File: src/rtl/dmux_lane_collector_if.sv
// Bus bundle between the bit demux, the lane collector and the word consumer.
// The collector uses the slave modport; the demux/consumer side uses master.
interface dmux_lane_collector_if #(
    parameter int WIDTH = 8
);
    logic [3:0]       din;
    logic [1:0]       sel;
    logic             stb;
    logic [WIDTH-1:0] word;
    logic [1:0]       lane;
    logic             valid;
    logic             ready;
    logic             overflow;
    logic             err;

    modport master (
        output din, sel, stb, ready,
        input  word, lane, valid, overflow, err
    );

    modport slave (
        input  din, sel, stb, ready,
        output word, lane, valid, overflow, err
    );
endinterface

File: src/rtl/dmux_lane_collector.sv
// Collects serial demux lane bits into WIDTH-bit words (LSB first), one hold slot per lane,
// round-robin onto a valid/ready output. Optional one-hot lane check: DMUX_ONEHOT_CHECK_EN.
module dmux_lane_collector #(
    parameter int WIDTH = 8
) (
    input logic                  clk,
    input logic                  rst,
    dmux_lane_collector_if.slave bus
);
    localparam int CW = (WIDTH > 1) ? $clog2(WIDTH) : 1;
    localparam logic [CW-1:0] CNT_LAST = CW'(WIDTH - 1);

    logic [WIDTH-1:0] sr        [4];
    logic [CW-1:0]    cnt       [4];
    logic [WIDTH-1:0] hold      [4];
    logic [3:0]       hold_full;
    logic [1:0]       ptr;

    logic [WIDTH-1:0] word_q;
    logic [1:0]       lane_q;
    logic             valid_q;
    logic             overflow_q;

    logic             bit_in;
    logic [WIDTH-1:0] next_word;
    logic             done;
    logic [1:0]       win;
    logic             load;
    logic             slot_free;

    assign bit_in    = bus.din[bus.sel];
    assign next_word = {bit_in, sr[bus.sel][WIDTH-1:1]};
    assign done      = bus.stb && (cnt[bus.sel] == CNT_LAST);
    assign load      = (!valid_q || bus.ready) && (|hold_full);
    // A full hold slot still accepts a new word if it empties into the output this same cycle.
    assign slot_free = !hold_full[bus.sel] || (load && (win == bus.sel));

    // First full lane scanning upward from the round-robin pointer.
    always_comb begin
        logic       found;
        logic [1:0] idx;
        win   = ptr;
        found = 1'b0;
        for (int k = 0; k < 4; k++) begin
            idx = ptr + 2'(k);
            if (!found && hold_full[idx]) begin
                win   = idx;
                found = 1'b1;
            end
        end
    end

    always_ff @(posedge clk) begin
        if (rst) begin
            // NOTE: the per-lane arrays are cleared on reset so no partial word survives it.
            for (int n = 0; n < 4; n++) begin
                sr[n]   <= '0;
                cnt[n]  <= '0;
                hold[n] <= '0;
            end
            hold_full  <= '0;
            ptr        <= '0;
            word_q     <= '0;
            lane_q     <= '0;
            valid_q    <= 1'b0;
            overflow_q <= 1'b0;
        end else begin
            if (load) begin
                word_q         <= hold[win];
                lane_q         <= win;
                valid_q        <= 1'b1;
                hold_full[win] <= 1'b0;
                ptr            <= win + 2'd1;
            end else if (valid_q && bus.ready) begin
                valid_q <= 1'b0;
            end

            if (bus.stb) begin
                sr[bus.sel] <= next_word;
                if (done) begin
                    cnt[bus.sel] <= '0;
                    if (slot_free) begin
                        hold[bus.sel] <= next_word;
                        // NOTE: this later non-blocking write overrides the clear from the load above.
                        hold_full[bus.sel] <= 1'b1;
                    end else begin
                        overflow_q <= 1'b1;
                    end
                end else begin
                    cnt[bus.sel] <= cnt[bus.sel] + CW'(1);
                end
            end
        end
    end

`ifdef DMUX_ONEHOT_CHECK_EN
    logic err_q;

    always_ff @(posedge clk) begin
        if (rst) begin
            err_q <= 1'b0;
        end else if (bus.stb && ((bus.din & ~(4'b0001 << bus.sel)) != 4'b0000)) begin
            err_q <= 1'b1;
        end
    end

    assign bus.err = err_q;
`else
    assign bus.err = 1'b0;
`endif

    assign bus.word     = word_q;
    assign bus.lane     = lane_q;
    assign bus.valid    = valid_q;
    assign bus.overflow = overflow_q;
endmodule
File: src/flat_wrapper.sv
// flat-port wrapper written by rule: the top's interface ports become plain ports
module dmux_lane_collector_flat 
#(
    parameter int WIDTH = 8
)
  (clk, rst, bus_din, bus_sel, bus_stb, bus_ready, bus_word, bus_lane, bus_valid, bus_overflow, bus_err);
  dmux_lane_collector_if #(.WIDTH(WIDTH)) bus_i ();
  input logic clk;
  input logic rst;
  input wire logic [$bits(bus_i.din)-1:0] bus_din;
  input wire logic [$bits(bus_i.sel)-1:0] bus_sel;
  input wire logic [$bits(bus_i.stb)-1:0] bus_stb;
  input wire logic [$bits(bus_i.ready)-1:0] bus_ready;
  output wire logic [$bits(bus_i.word)-1:0] bus_word;
  output wire logic [$bits(bus_i.lane)-1:0] bus_lane;
  output wire logic [$bits(bus_i.valid)-1:0] bus_valid;
  output wire logic [$bits(bus_i.overflow)-1:0] bus_overflow;
  output wire logic [$bits(bus_i.err)-1:0] bus_err;
  assign bus_i.din = bus_din;
  assign bus_i.sel = bus_sel;
  assign bus_i.stb = bus_stb;
  assign bus_i.ready = bus_ready;
  assign bus_word = bus_i.word;
  assign bus_lane = bus_i.lane;
  assign bus_valid = bus_i.valid;
  assign bus_overflow = bus_i.overflow;
  assign bus_err = bus_i.err;
  dmux_lane_collector #(.WIDTH(WIDTH)) u_core (.clk(clk), .rst(rst), .bus(bus_i));
endmodule
File: config.mk
export PLATFORM = sky130hd
export DESIGN_NAME = dmux_lane_collector_flat
export DESIGN_NICKNAME = d
export VERILOG_FILES = /design/src/rtl/dmux_lane_collector_if.sv /design/src/rtl/dmux_lane_collector.sv /design/src/flat_wrapper.sv
export SDC_FILE = /design/constraint.sdc
export NUM_CORES = 1
export LEC_CHECK = 0
export BUFFER_PORTS_ARGS = -buffer_cell sky130_fd_sc_hd__buf_2
export CORE_ASPECT_RATIO = 1.5
export CORE_UTILIZATION = 58
export CTS_CLUSTER_DIAMETER = 30
export DETAILED_ROUTE_END_ITERATION = 6
export GPL_ROUTABILITY_DRIVEN = 0
export PLACE_DENSITY_LB_ADDON = 0.25
export SLEW_MARGIN = 5
export SYNTH_ARGS = -nofsm -noshare
export SYNTH_HDL_FRONTEND = slang
export SYNTH_SLANG_ARGS = --single-unit
File: constraint.sdc
create_clock -name clk -period 4.7 [get_ports clk]
set_clock_uncertainty 0.15 [all_clocks]
set_input_delay 1.175 -clock clk [delete_from_list [all_inputs] [get_ports clk]]
set_output_delay 1.175 -clock clk [all_outputs]
set_load 0.005 [all_outputs]
== Word-level counts from Yosys, hierarchy flattened ==
Memories as Yosys holds them, arrays and structs flattened. A register that Yosys moved wholly into a read port is not among the register bits.
Cells that the tools add are included.

* Shift operators: 0
* Add/sub/neg operators: 5
* Mux-type cells: 57
* $mul: 0
* Reduce and logical (&&, ||, !) cells: 22
* Div/mod/pow operators: 0
* Bitwise gates (word level): 5
* Order comparisons: 8
* Eq/ne operators: 2

{| class="wikitable"
|+ Operators with widths
! kind !! number
|-
| $mux W1 || 34
|-
| $mux W4 || 5
|-
| $lt A2 B3 Y1 const B || 6
|-
| $mux W8 || 2
|-
| $reduce_or A8 Y1 || 2
|-
| $bmux W1 S2 || 6
|-
| $mux W2 || 6
|-
| $logic_and A1 B1 Y1 || 9
|-
| $mux W3 || 2
|-
| $logic_not A1 Y1 || 5
|-
| $add A2 B1 Y2 const B || 2
|-
| $add A2 B2 Y2 const B || 2
|-
| $and A4 B4 Y4 || 1
|-
| $demux W1 S2 || 2
|-
| $ge A2 B1 Y1 const B || 2
|-
| $not A4 Y4 || 1
|-
| $or A4 B4 Y4 || 1
|-
| $reduce_or A4 Y1 || 1
|-
| $add A3 B1 Y3 const B || 1
|-
| $eq A3 B3 Y1 const B || 1
|-
| $reduce_and A3 Y1 || 1
|-
| $reduce_or A3 Y1 || 1
|-
| $eq A2 B2 Y1 || 1
|-
| $logic_or A1 B1 Y1 || 2
|-
| other kinds (3) || 3
|}

* Latch bits: 0
* Memory bits (writable): 76
* Output and inout port bits: 13
* Bits in registers: 10
* Input port bits: 10
* Memories kept: 3
* ROM bits: 0

{| class="wikitable"
|+ Memory list
! name !! words !! bits a word !! read ports !! clocked after memory_dff !! write ports !! line !! text
|-
| u_core.hold || 4 || 8 || 1 || 1 || 4 || dmux_lane_collector.sv:15 || <nowiki>logic [WIDTH-1:0] hold [4];</nowiki>
|-
| u_core.sr || 4 || 8 || 1 || 0 || 4 || dmux_lane_collector.sv:13 || <nowiki>logic [WIDTH-1:0] sr [4];</nowiki>
|-
| u_core.cnt || 4 || 3 || 1 || 0 || 4 || dmux_lane_collector.sv:14 || <nowiki>logic [CW-1:0] cnt [4];</nowiki>
|}

== Logic depth before layout (Yosys ltp) ==
* Word-level depth: 24
* Depth in mapped cells: 11

== Worst setup path after synthesis ==
No wires, ideal clock.

* Path type: in2reg
* From: input port bus_sel[0]
* To: memory u_core.hold[2][0], enable pin
* Stages on the path: 8
* Setup slack: 1.007 ns
* Arrival: 3.157 ns
* Path buffers: 2
* Library setup time: 0.385 ns
* Cells stage by stage: buf_2 > buf_2 > mux4_2 > ha_1 > ha_1 > nand2_1 > o21ai_0 > a21boi_0

{| class="wikitable"
|+ RTL lines
! item !! line !! text
|-
| start, declared || flat_wrapper.sv:11 || <nowiki>input wire logic [$bits(bus_i.sel)-1:0] bus_sel;</nowiki>
|-
| end, declared || dmux_lane_collector.sv:15 ||
|}

==> flow_metrics.py <==
metrics = {
    "status": {
        "outcome": "complete, no violations",
    },
    "clocking": {
        "htreeDepth": 3,
        "cts_setup_buffers": 0,
        "clk_latency_ps": 370,
        "clockRootBuffer": "clkbuf_8",
        "cts_max_path_buffers": 2,
        "clkTransAtPathRegs_ps": 90,
        "numCtsBuffers": 9,
        "ctsHoldBuffers": 0,
        "cts_tree": "built",
        "cts_sinks": 90,
        "cts-resized-gates": 0,
    },
    "worst_setup_path": {
        "critPathKind": "in2reg",
        "cp-end-kind": "flop",
        "critPathRequiredTime_ps": 4540,
        "crit_slowest_cell": "a21boi_0",
        "cpPeakStageDelay_ps": 880,
        "worstPathArrival_ps": 3530,
        "crit_top_cell": "ha_1",
        "start_kind": "primary input",
        "path_cells": "buf_2 -> mux4_2 -> ha_1 -> ha_1 -> nand2_1 -> o21ai_0 -> a21boi_0",
        "cp_max_fo": 22,
    },
    "synthesis": {
        "synth_top_cell_area_share_pct": 50.7,
        "syn_area_per_cell_um2": 11.2,
        "synth_top_flop_cell": "edfxtp_1",
        "synthArstFlopShare_pct": 0,
        "synth_edf_count": 72,
        "syn-cell-area_um2": 4260,
        "synth_cell_type_count": 46,
        "syn_nets": 395,
        "ys_ff_latch": 90,
        "synth_area_leaders": "edfxtp_1 (51%), dfxtp_1 (8.5%), nor2_1 (6.5%), nand2_1 (6.1%), mux4_2 (5.8%)",
        "synth.largest_area_cell": "edfxtp_1",
        "synthCells": 379,
        "ys_seq_area_share_pct": 59.2,
        "ys_warn_count": 0,
    },
    "route": {
        "firstDrtPassIters": 4,
        "drc": 0,
        "drt-wirelength-per-cell_um": 16.3,
        "drt_iter0_markers": 165,
        "avgViaCountPerCell": 5.57,
        "antenna_left": 0,
        "wl_um": 8100,
        "vias": 2775,
    },
    "pwr": {
        "p_per_area_nw_per_um2": 331,
        "irDropWorstVdd_mv": 0.273,
        "leakagePower_nw": 1.86,
    },
    "layout": {
        "final_cells": 498,
        "final_common_cell": "nor2_1",
        "diodes": 0,
        "num-nets-final": 412,
        "layout-drive-gt1-share_pct": 16.5,
        "post-route-util_pct": 65.7,
        "layout_common_cells": "nor2_1 (74), edfxtp_1 (72), nand2_1 (69)",
        "syn2layout_area_growth_pct": 7.84,
    },
    "global_routing": {
        "grt_pass1_wl_um": 13300,
        "grt_pass1_vias": 2731,
        "antenna_found_initial": 0,
        "grt_overflow": 0,
        "grt_max_degree": 37,
        "track_usage_pct": 23.8,
    },
    "timing": {
        "min_period_ps": 3680,
        "hold_viol_final": 0,
        "setup_tns_ps": 0,
        "clock.fmax_ghz": 0.272,
        "max_slew_margin_pct": 26.1,
        "tightest_slew_ps": 1100,
        "setup_viol": 0,
        "rsz0062_at_grt": "false",
        "finalMaxSlewViolations": 0,
        "period_share_pct": 78.4,
    },
    "floorplan": {
        "die_y_um": 107,
        "start_util_pct": 60.9,
        "die_w_um": 72.0,
        "row_count": 37,
        "num_io_pins": 23,
        "coreArea_um2": 6990,
        "dieArea_um2": 7700,
    },
    "place": {
        "portBuffers": 21,
        "hpwl_um": 5740,
        "dp_cells": 482,
    },
    "flow_run": {
        "cap_violations": 0,
    },
    "min_path": {
        "min_path_type": "reg2reg",
    },
}
[worst paths after layout]
path | from | end | slack (ps) | cells after the start
setup / recovery | bus_sel[0] | u_core.hold[2][0] | 1020 | 7
hold reg to reg | u_core.bus.word[6] | u_core.bus.word[6] | 300 | 2
hold / removal | u_core.bus.word[6] | u_core.bus.word[6] | 300 | 2
setup reg to reg | u_core.hold_full[0] | u_core.hold[2][0] | 1550 | 7
[sequential cells by signal (all words and copies together), names as in the netlist]
register / flops
u_core.hold: 32
u_core.sr: 28
u_core.cnt: 12
u_core.bus.word: 8
u_core.hold_full: 4
u_core.bus.lane: 2
u_core.ptr: 2
u_core.bus.overflow: 1
u_core.bus.valid: 1
[logic make-up (layout without fill, tap and decap cells)]
group	after synthesis	count (layout)	synth area share (%)
DFF	90	90	59.2
buffers and inverters	36	58	4.73
other	1	1	0.0880
adders and majority gates	6	6	1.76
xor gates and xnor gates	2	2	0.588
muxes	21	21	8.19
AOI/OAI and AO/OA	54	54	8.52
and+or+nand+nor	169	169	16.9
[per-stage QoR]
stage          hold WS (ps)  cell area, um2  power (mW)  setup WS [ps]
6_report                303            4590        1.52           1020
5_1_grt                 329            4590        1.57            812
4_1_cts                 308            4590        1.53           1020
3_5_place_dp            295            4410        1.04            628
3_3_place_gp            290            4410        1.03            735
2_1_floorplan           303            4260        1.00           1010
[layer usage]
metal  wire, um  part of all wire (%)  up-vias  global-route usage (%)
met1       3110                    38     1300                    27.2
met3        324                   4.0       27                    5.08
met2       4320                    53       92                    40.0
li1           -                     -     1356                       -
met5          0                     0        -                       0
met4        351                   4.3        0                    15.1
[where the power goes]
group / total (mW) / internal (mW) / switching, mW
clock network: 0.500 / 0.223 / 0.277
logic: 0.117 / 0.0397 / 0.0774
registers: 0.903 / 0.893 / 0.0103
total: 1.52 / 1.16 / 0.365
[cells in the mapped netlist (all sizes together) (4+ instances only)]
master   n
edfxtp  72
o21ai   12
a221o    8
nor2    75
clkbuf  10
nor2b    7
ha       6
mux4    11
nand2   69
a21oi   22
and3b    4
dfxtp   18
buf     12
nand2b   4
mux2i    9
inv     14
[critical path: cells and delay by family]
family,cells,cell delay (ps)
compound gates,2,1040
simple gates,1,130
buf+inv,1,460
mux,1,350
fa+ha+maj,2,370
[layout make-up]
class,count,area (um2)
Sequential cell,90,2520
Fill cell,557,2400
Clock inverter,5,37.5
Inverter,14,67.6
Tap cell,97,121
Timing Repair Buffer,28,158
Clock buffer,11,151
Multi-Input combinational cell,253,1540
No activity file was read; power rests on OpenSTA's default activity.
